### src/rtl/pc_seq_pkg.sv
// Shared types and constants for the fetch-side PC sequencer.
package pc_seq_pkg;

  typedef enum logic [1:0] {
    BOOT = 2'd0,
    RUN  = 2'd1,
    HALT = 2'd2,
    TRAP = 2'd3
  } seq_state_t;

  typedef enum logic [1:0] {
    NONE     = 2'd0,
    MISALIGN = 2'd1,
    RANGE    = 2'd2
  } trap_cause_t;

  // Byte distance between consecutive instruction words.
  localparam int unsigned PC_INC = 4;

endpackage

### src/rtl/sat_counter.sv
// Saturating up-counter with asynchronous active-low clear.
//   clk, rst_n : clock and async clear
//   en         : increment request, ignored once the count is all-ones
//   count      : current value (registered)
module sat_counter #(
  parameter int unsigned W = 16
) (
  input  logic         clk,
  input  logic         rst_n,
  input  logic         en,
  output logic [W-1:0] count
);

  always_ff @(posedge clk or negedge rst_n) begin
    if (!rst_n) begin
      count <= '0;
    end else if (en && (count != {W{1'b1}})) begin
      count <= count + W'(1);
    end
  end

endmodule

### src/rtl/pc_sequencer.sv
// Fetch-side program counter sequencer: picks PC+4, branch target or hold,
// flushes IF/ID and ID/EX on a taken redirect, and handles stall, halt/resume
// and sticky target-fault traps.
//   stall, ex_valid, pc_sel, br_pc, halt, resume : control inputs
//   pc, fetch_valid                               : fetch request
//   flush_ifid, flush_idex                        : same-cycle squash strobes
//   trap, trap_cause, trap_pc                     : sticky fault record
//   redirect_cnt                                  : saturating redirect count
module pc_sequencer
  import pc_seq_pkg::*;
#(
  parameter int unsigned     PC_W     = 9,
  parameter logic [PC_W-1:0] RESET_PC = '0,
  parameter int unsigned     CNT_W    = 16
) (
  input  logic             clk,
  input  logic             rst_n,
  input  logic             stall,
  input  logic             ex_valid,
  input  logic             pc_sel,
  input  logic [31:0]      br_pc,
  input  logic             halt,
  input  logic             resume,
  output logic [PC_W-1:0]  pc,
  output logic             fetch_valid,
  output logic             flush_ifid,
  output logic             flush_idex,
  output logic             trap,
  output logic [1:0]       trap_cause,
  output logic [31:0]      trap_pc,
  output logic [CNT_W-1:0] redirect_cnt
);

  seq_state_t      state, state_nxt;
  logic [PC_W-1:0] pc_nxt;
  trap_cause_t     cause_q, fault;
  logic [31:0]     trap_pc_q;
  logic            redirect, flush, cnt_en, capture;

  assign redirect = ex_valid & pc_sel & (state == RUN);

  // Target fault classification; misalignment outranks range.
  always_comb begin
    fault = NONE;
    if (br_pc[1:0] != 2'b00) begin
      fault = MISALIGN;
    end else if ((br_pc >> PC_W) != 32'd0) begin
      fault = RANGE;
    end
  end

  // Next state, next PC and strobes.
  always_comb begin
    state_nxt = state;
    pc_nxt    = pc;
    flush     = 1'b0;
    cnt_en    = 1'b0;
    capture   = 1'b0;
    unique case (state)
      BOOT: state_nxt = RUN;
      RUN: begin
        // Halting instruction is older than the branch, so it wins.
        if (halt) begin
          state_nxt = HALT;
          flush     = 1'b1;
        end else if (redirect && (fault != NONE)) begin
          state_nxt = TRAP;
          flush     = 1'b1;
          capture   = 1'b1;
        end else if (redirect) begin
          pc_nxt = br_pc[PC_W-1:0];
          flush  = 1'b1;
          cnt_en = 1'b1;
        end else if (!stall) begin
          pc_nxt = pc + PC_W'(PC_INC);
        end
      end
      HALT: begin
        if (resume && !halt) begin
          state_nxt = RUN;
        end
      end
      default: begin
      end
    endcase
  end

  always_ff @(posedge clk or negedge rst_n) begin
    if (!rst_n) begin
      state     <= BOOT;
      pc        <= RESET_PC;
      cause_q   <= NONE;
      trap_pc_q <= '0;
    end else begin
      state <= state_nxt;
      pc    <= pc_nxt;
      if (capture) begin
        cause_q   <= fault;
        trap_pc_q <= br_pc;
      end
    end
  end

  sat_counter #(.W(CNT_W)) u_redirect_cnt (
    .clk   (clk),
    .rst_n (rst_n),
    .en    (cnt_en),
    .count (redirect_cnt)
  );

  assign fetch_valid = (state == RUN);
  assign trap        = (state == TRAP);
  assign trap_cause  = cause_q;
  assign trap_pc     = trap_pc_q;
  assign flush_ifid  = flush;
  assign flush_idex  = flush;

endmodule
### config.mk
export PLATFORM = sky130hd
export DESIGN_NAME = pc_sequencer
export DESIGN_NICKNAME = d
export VERILOG_FILES = /design/src/rtl/pc_seq_pkg.sv /design/src/rtl/sat_counter.sv /design/src/rtl/pc_sequencer.sv
export SDC_FILE = /design/constraint.sdc
export NUM_CORES = 1
export LEC_CHECK = 0
export CORE_AREA = 8 8 93 95
export CTS_CLUSTER_SIZE = 10
export DETAILED_ROUTE_END_ITERATION = 7
export DIE_AREA = 0 0 101 103
export HOLD_SLACK_MARGIN = 0.06
export MAX_ROUTING_LAYER = met4
export PLACE_DENSITY = 0.83
export SYNTH_ARGS = -nofsm -noshare
export SYNTH_HDL_FRONTEND = slang
export SYNTH_SLANG_ARGS = --single-unit
export TNS_END_PERCENT = 5
### constraint.sdc
create_clock -name clk -period 1.7 [get_ports clk]
set_input_delay 0.34 -clock clk [delete_from_list [all_inputs] [get_ports clk]]
set_output_delay 0.34 -clock clk [all_outputs]
set_load 0.01 [all_outputs]
==> run summary <==
========================================================================================================
Maximum root-to-sink buffer count                                                                      2
Series of cell instances along the critical path                                            buf_6 > nand4b_1 > nor2_4 > buf_6 > nand2_8 > clkbuf_16 > mux2_2
RSZ-0062 raised after global routing                                                                true
Remaining number of nets flagged by the antenna check after routing                                    0
Worst-case headroom to the max-slew limit                                                          0.774
CP top delay family                                                                         simple AND/OR/NAND/NOR gates
Number of cells in the finished layout apart from fillers                                            508
CTS tree                                                                                            done
Type of element capturing the critical path                                                     register
GR Util All Layers                                                                                 0.168
Initial antenna violation count                                                                        0
Failing checks                                                                              negative setup slack
Port-buffer cells                                                                                    101
Area growth from synthesis to layout                                                               66.7%
Synthesized area per cell                                                                       11.8 µm²
Post-synthesis sequential element count                                                               61
Net count of the finished layout                                                                     445
Post-layout min period                                                                           1.82 ns
Flip-flop and latch area                                                                        1530 µm²
Buffers plus inverters on the worst setup path                                                         3
Switching portion of total power                                                                   0.304
Number of different library cells in the post-synthesis netlist                                       51
HPWL reported at the end of detailed placement                                                   6270 µm
Worst slack after detailed placement                                                           -0.616 ns
Cell count after placement                                                                           486
Worst hold slack across all endpoints                                                           0.306 ns
Post-synth EDFFs                                                                                       0
Final std cell area, no fill                                                                    4790 µm²
Outcome                                                                                     complete, but fails checks
WP depth                                                                                               7
Maximum number of pins on one net before global-route repair                                          62
Number of diodes added for antenna fixing                                                              0
Cts bufs inserted                                                                                      9
Number of fill cells in the layout                                                                   585
First-pass DRT Iterations                                                                              4
Pin slew with the least headroom to its limit                                                   0.339 ns
Clock network fraction of design power                                                             0.207
Async SR Flop Fraction                                                                              1.00
Global-route wire length before repair                                                         13,300 µm
Switching Power                                                                                  1.62 mW
Top flip-flop cell by instance count after synthesis                                        sky130_fd_sc_hd__dfrtp_1
Standard-cell row count                                                                               31
Synthesized netlist net count                                                                        284
CP max-delay cell                                                                           sky130_fd_sc_hd__dfrtp_2
Placer's final routability congestion estimate                                                     0.847
Element type at the critical path start                                                         register
Number of H-tree levels                                                                                3
Horiz. Die Dim                                                                                    101 µm
Critical path required time                                                                      1.92 ns
Min-Delay Path Depth                                                                                   2
Insertion delay of the later-clocked pin in the worst-skew pair                                  0.34 ns
Final hold vios                                                                                        0
Fraction of the yosys area taken by sequential cells                                               0.531
# setup viols final                                                                                   43
Number of violations reported at the end of detailed-routing iteration 0                              59
Die area                                                                                      10,400 µm²
Drt drc                                                                                                0
Most common cell after layout, fill and taps aside                                          sky130_fd_sc_hd__dfrtp_1
Via total after detailed routing                                                                   2,576
Clock sink count                                                                                      61
Starting density of the core                                                                       0.403
Cell leakage power                                                                               2.28 nW
Combinational fraction of design power                                                             0.397
Area post-placement                                                                             4400 µm²
Post-route worst setup slack                                                                   -0.116 ns
Master cell of the clock root buffer                                                        sky130_fd_sc_hd__clkbuf_8
Cell Pwr Density                                                                             1110 nW/µm²
Max capacitance violation total                                                                        0
Proportion of layout cells with a drive suffix above 1                                             0.347
Worst-path maximum fanout                                                                              8
Post-CTS clock slew at the launch and capture registers of the worst setup and hold paths        0.07 ns
Most frequent cells in the layout                                                           sky130_fd_sc_hd__dfrtp_1 (57), sky130_fd_sc_hd__clkdlybuf4s50_1 (56), sky130_fd_sc_hd__buf_4 (48)
Number of top-level pins                                                                             102
Ratio of final minimum period to clock period                                                       1.07
Synthesis warning total                                                                                0
CP dominant cell by count                                                                   sky130_fd_sc_hd__buf_6
Biggest cell delay along the critical path                                                       0.45 ns
Core area                                                                                       7140 µm²
Max-slew violation total from the final report                                                         0
Worst path arrival time                                                                          2.04 ns
Vias per std cell                                                                                   5.07
Worst Skew                                                                                    0.00938 ns
Multi-input combinational cell area                                                             1430 µm²
Number of global-route vias before repair                                                          2,754
Critical Setup Path Class                                                                   register to register
Wire length per cell after detailed routing                                                      17.1 µm
Internal Dissipation                                                                             3.71 mW
FMAX                                                                                             551 MHz
Die Ht                                                                                            103 µm
Part of the total power dissipated in sequential elements                                          0.396
Synthesized cell area                                                                           2870 µm²
Instance count of the mapped netlist                                                                 243
GRT Residual Overflow                                                                                  0
Hold Crit Class                                                                             input pin to register
Total wire length                                                                                8670 µm
Max rail drop VDD                                                                                 801 µV
R2R cell count                                                                                         7
========================================================================================================
-- layer usage --
layer,vias up,GRT usage,wire length [µm]
li1,1212,-,-
met1,1265,0.190,3660
met2,84,0.274,4290
met3,15,0.0500,546
met4,0,0.0699,163
met5,-,-,0
-- worst paths after layout --
kind	endpoint	start	slack [ns]
worst max register to register	trap_pc[12]	state[1]	-0.12
worst min-delay path	trap_pc[22]	br_pc[22]	0.31
min in group asynchronous	state[1]	rst_n	0.52
max in group asynchronous	u_redirect_cnt.count[3]	rst_n	0.87
worst min register to register	pc[0]	pc[0]	0.48
worst max-delay path	trap_pc[12]	state[1]	-0.12
-- timing repair --
action	CTS	global route
hold endpoints to repair	61	0
pin swaps	4	6
hold buffers	1	0
endpoints found under the setup margin	72	64
gates resized for setup	53	31
setup buffers	2	0
gates cloned	0	3
-- cells in the mapped netlist, drive strengths merged (2+ instances only) --
| master | number | share of area |
|---|---|---|
| nand2b | 2 | 0.0044 |
| mux2 | 33 | 0.13 |
| a22o | 2 | 0.0061 |
| a21oi | 10 | 0.017 |
| buf | 8 | 0.024 |
| o21a | 2 | 0.0052 |
| nor3 | 11 | 0.021 |
| o22ai | 2 | 0.0044 |
| nor2b | 2 | 0.0044 |
| nor2 | 10 | 0.014 |
| and3 | 6 | 0.015 |
| nand4 | 8 | 0.022 |
| and2 | 6 | 0.013 |
| nand2 | 13 | 0.018 |
| nor4 | 7 | 0.015 |
| nor3b | 2 | 0.0070 |
| o211ai | 2 | 0.0052 |
| ha | 2 | 0.0087 |
| nand3 | 14 | 0.028 |
| xnor2 | 9 | 0.027 |
| o31ai | 3 | 0.0078 |
| dfrtp | 61 | 0.53 |
| o21ai | 3 | 0.0052 |
| inv | 5 | 0.0065 |
| xor2 | 6 | 0.018 |
-- cell families (layout without fill, tap and decap cells) --
logic type,Yosys count,after routing,share of synthesized area
and+or+nand+nor,86,86,0.178
DFF,61,61,0.531
muxes,34,34,0.133
xor gates and xnor gates,15,15,0.0457
adders and majority gates,2,2,0.00871
buffers and inverters,14,180,0.0322
AOI/OAI and AO/OA,31,31,0.0710
-- power by group through the flow --
stage                     clock (mW)  sequential [mW]  combinational [mW]
final                           1.10             2.11                2.12
after global routing            1.19             2.16                2.27
after CTS                       1.13             2.10                2.06
after detailed placement           0             2.13                2.03
after global placement             0             2.10                1.99
after floorplan                    0             2.27               0.615
-- cell type report --
cell class                 count  area share
timing repair buffer         159       0.319
clock inverter                 2     0.00209
multi-input combinational    168       0.298
clock buffer                  14      0.0319
sequential                    61       0.320
tap                           99      0.0259
inverter                       5     0.00392
-- per-stage QoR --
stage	util	power [mW]	setup TNS [ns]
2_1_floorplan	-	2.89	-0.404
3_3_place_gp	0.616	4.08	-31.56
3_5_place_dp	0.616	4.16	-32.91
4_1_cts	0.644	5.29	-1.97
5_1_grt	0.671	5.61	-7.04
6_report	0.671	5.33	-3.52
-- sequential cells by signal, summed over array words and instances, names as in the netlist --
register and flops:
trap_cause 2, u_redirect_cnt.count 16, pc 9, state 2
trap_pc 32
-- worst register-to-register path, cell delays in order, from the launching register on --
cell and delay, ns:
sky130_fd_sc_hd__dfrtp_2 0.45, sky130_fd_sc_hd__buf_6 0.14, sky130_fd_sc_hd__nand4b_1 0.24, sky130_fd_sc_hd__nor2_4 0.21, sky130_fd_sc_hd__buf_6 0.14, sky130_fd_sc_hd__nand2_8 0.08
sky130_fd_sc_hd__clkbuf_16 0.17, sky130_fd_sc_hd__mux2_2 0.27
(Power assumes the default switching activity.)
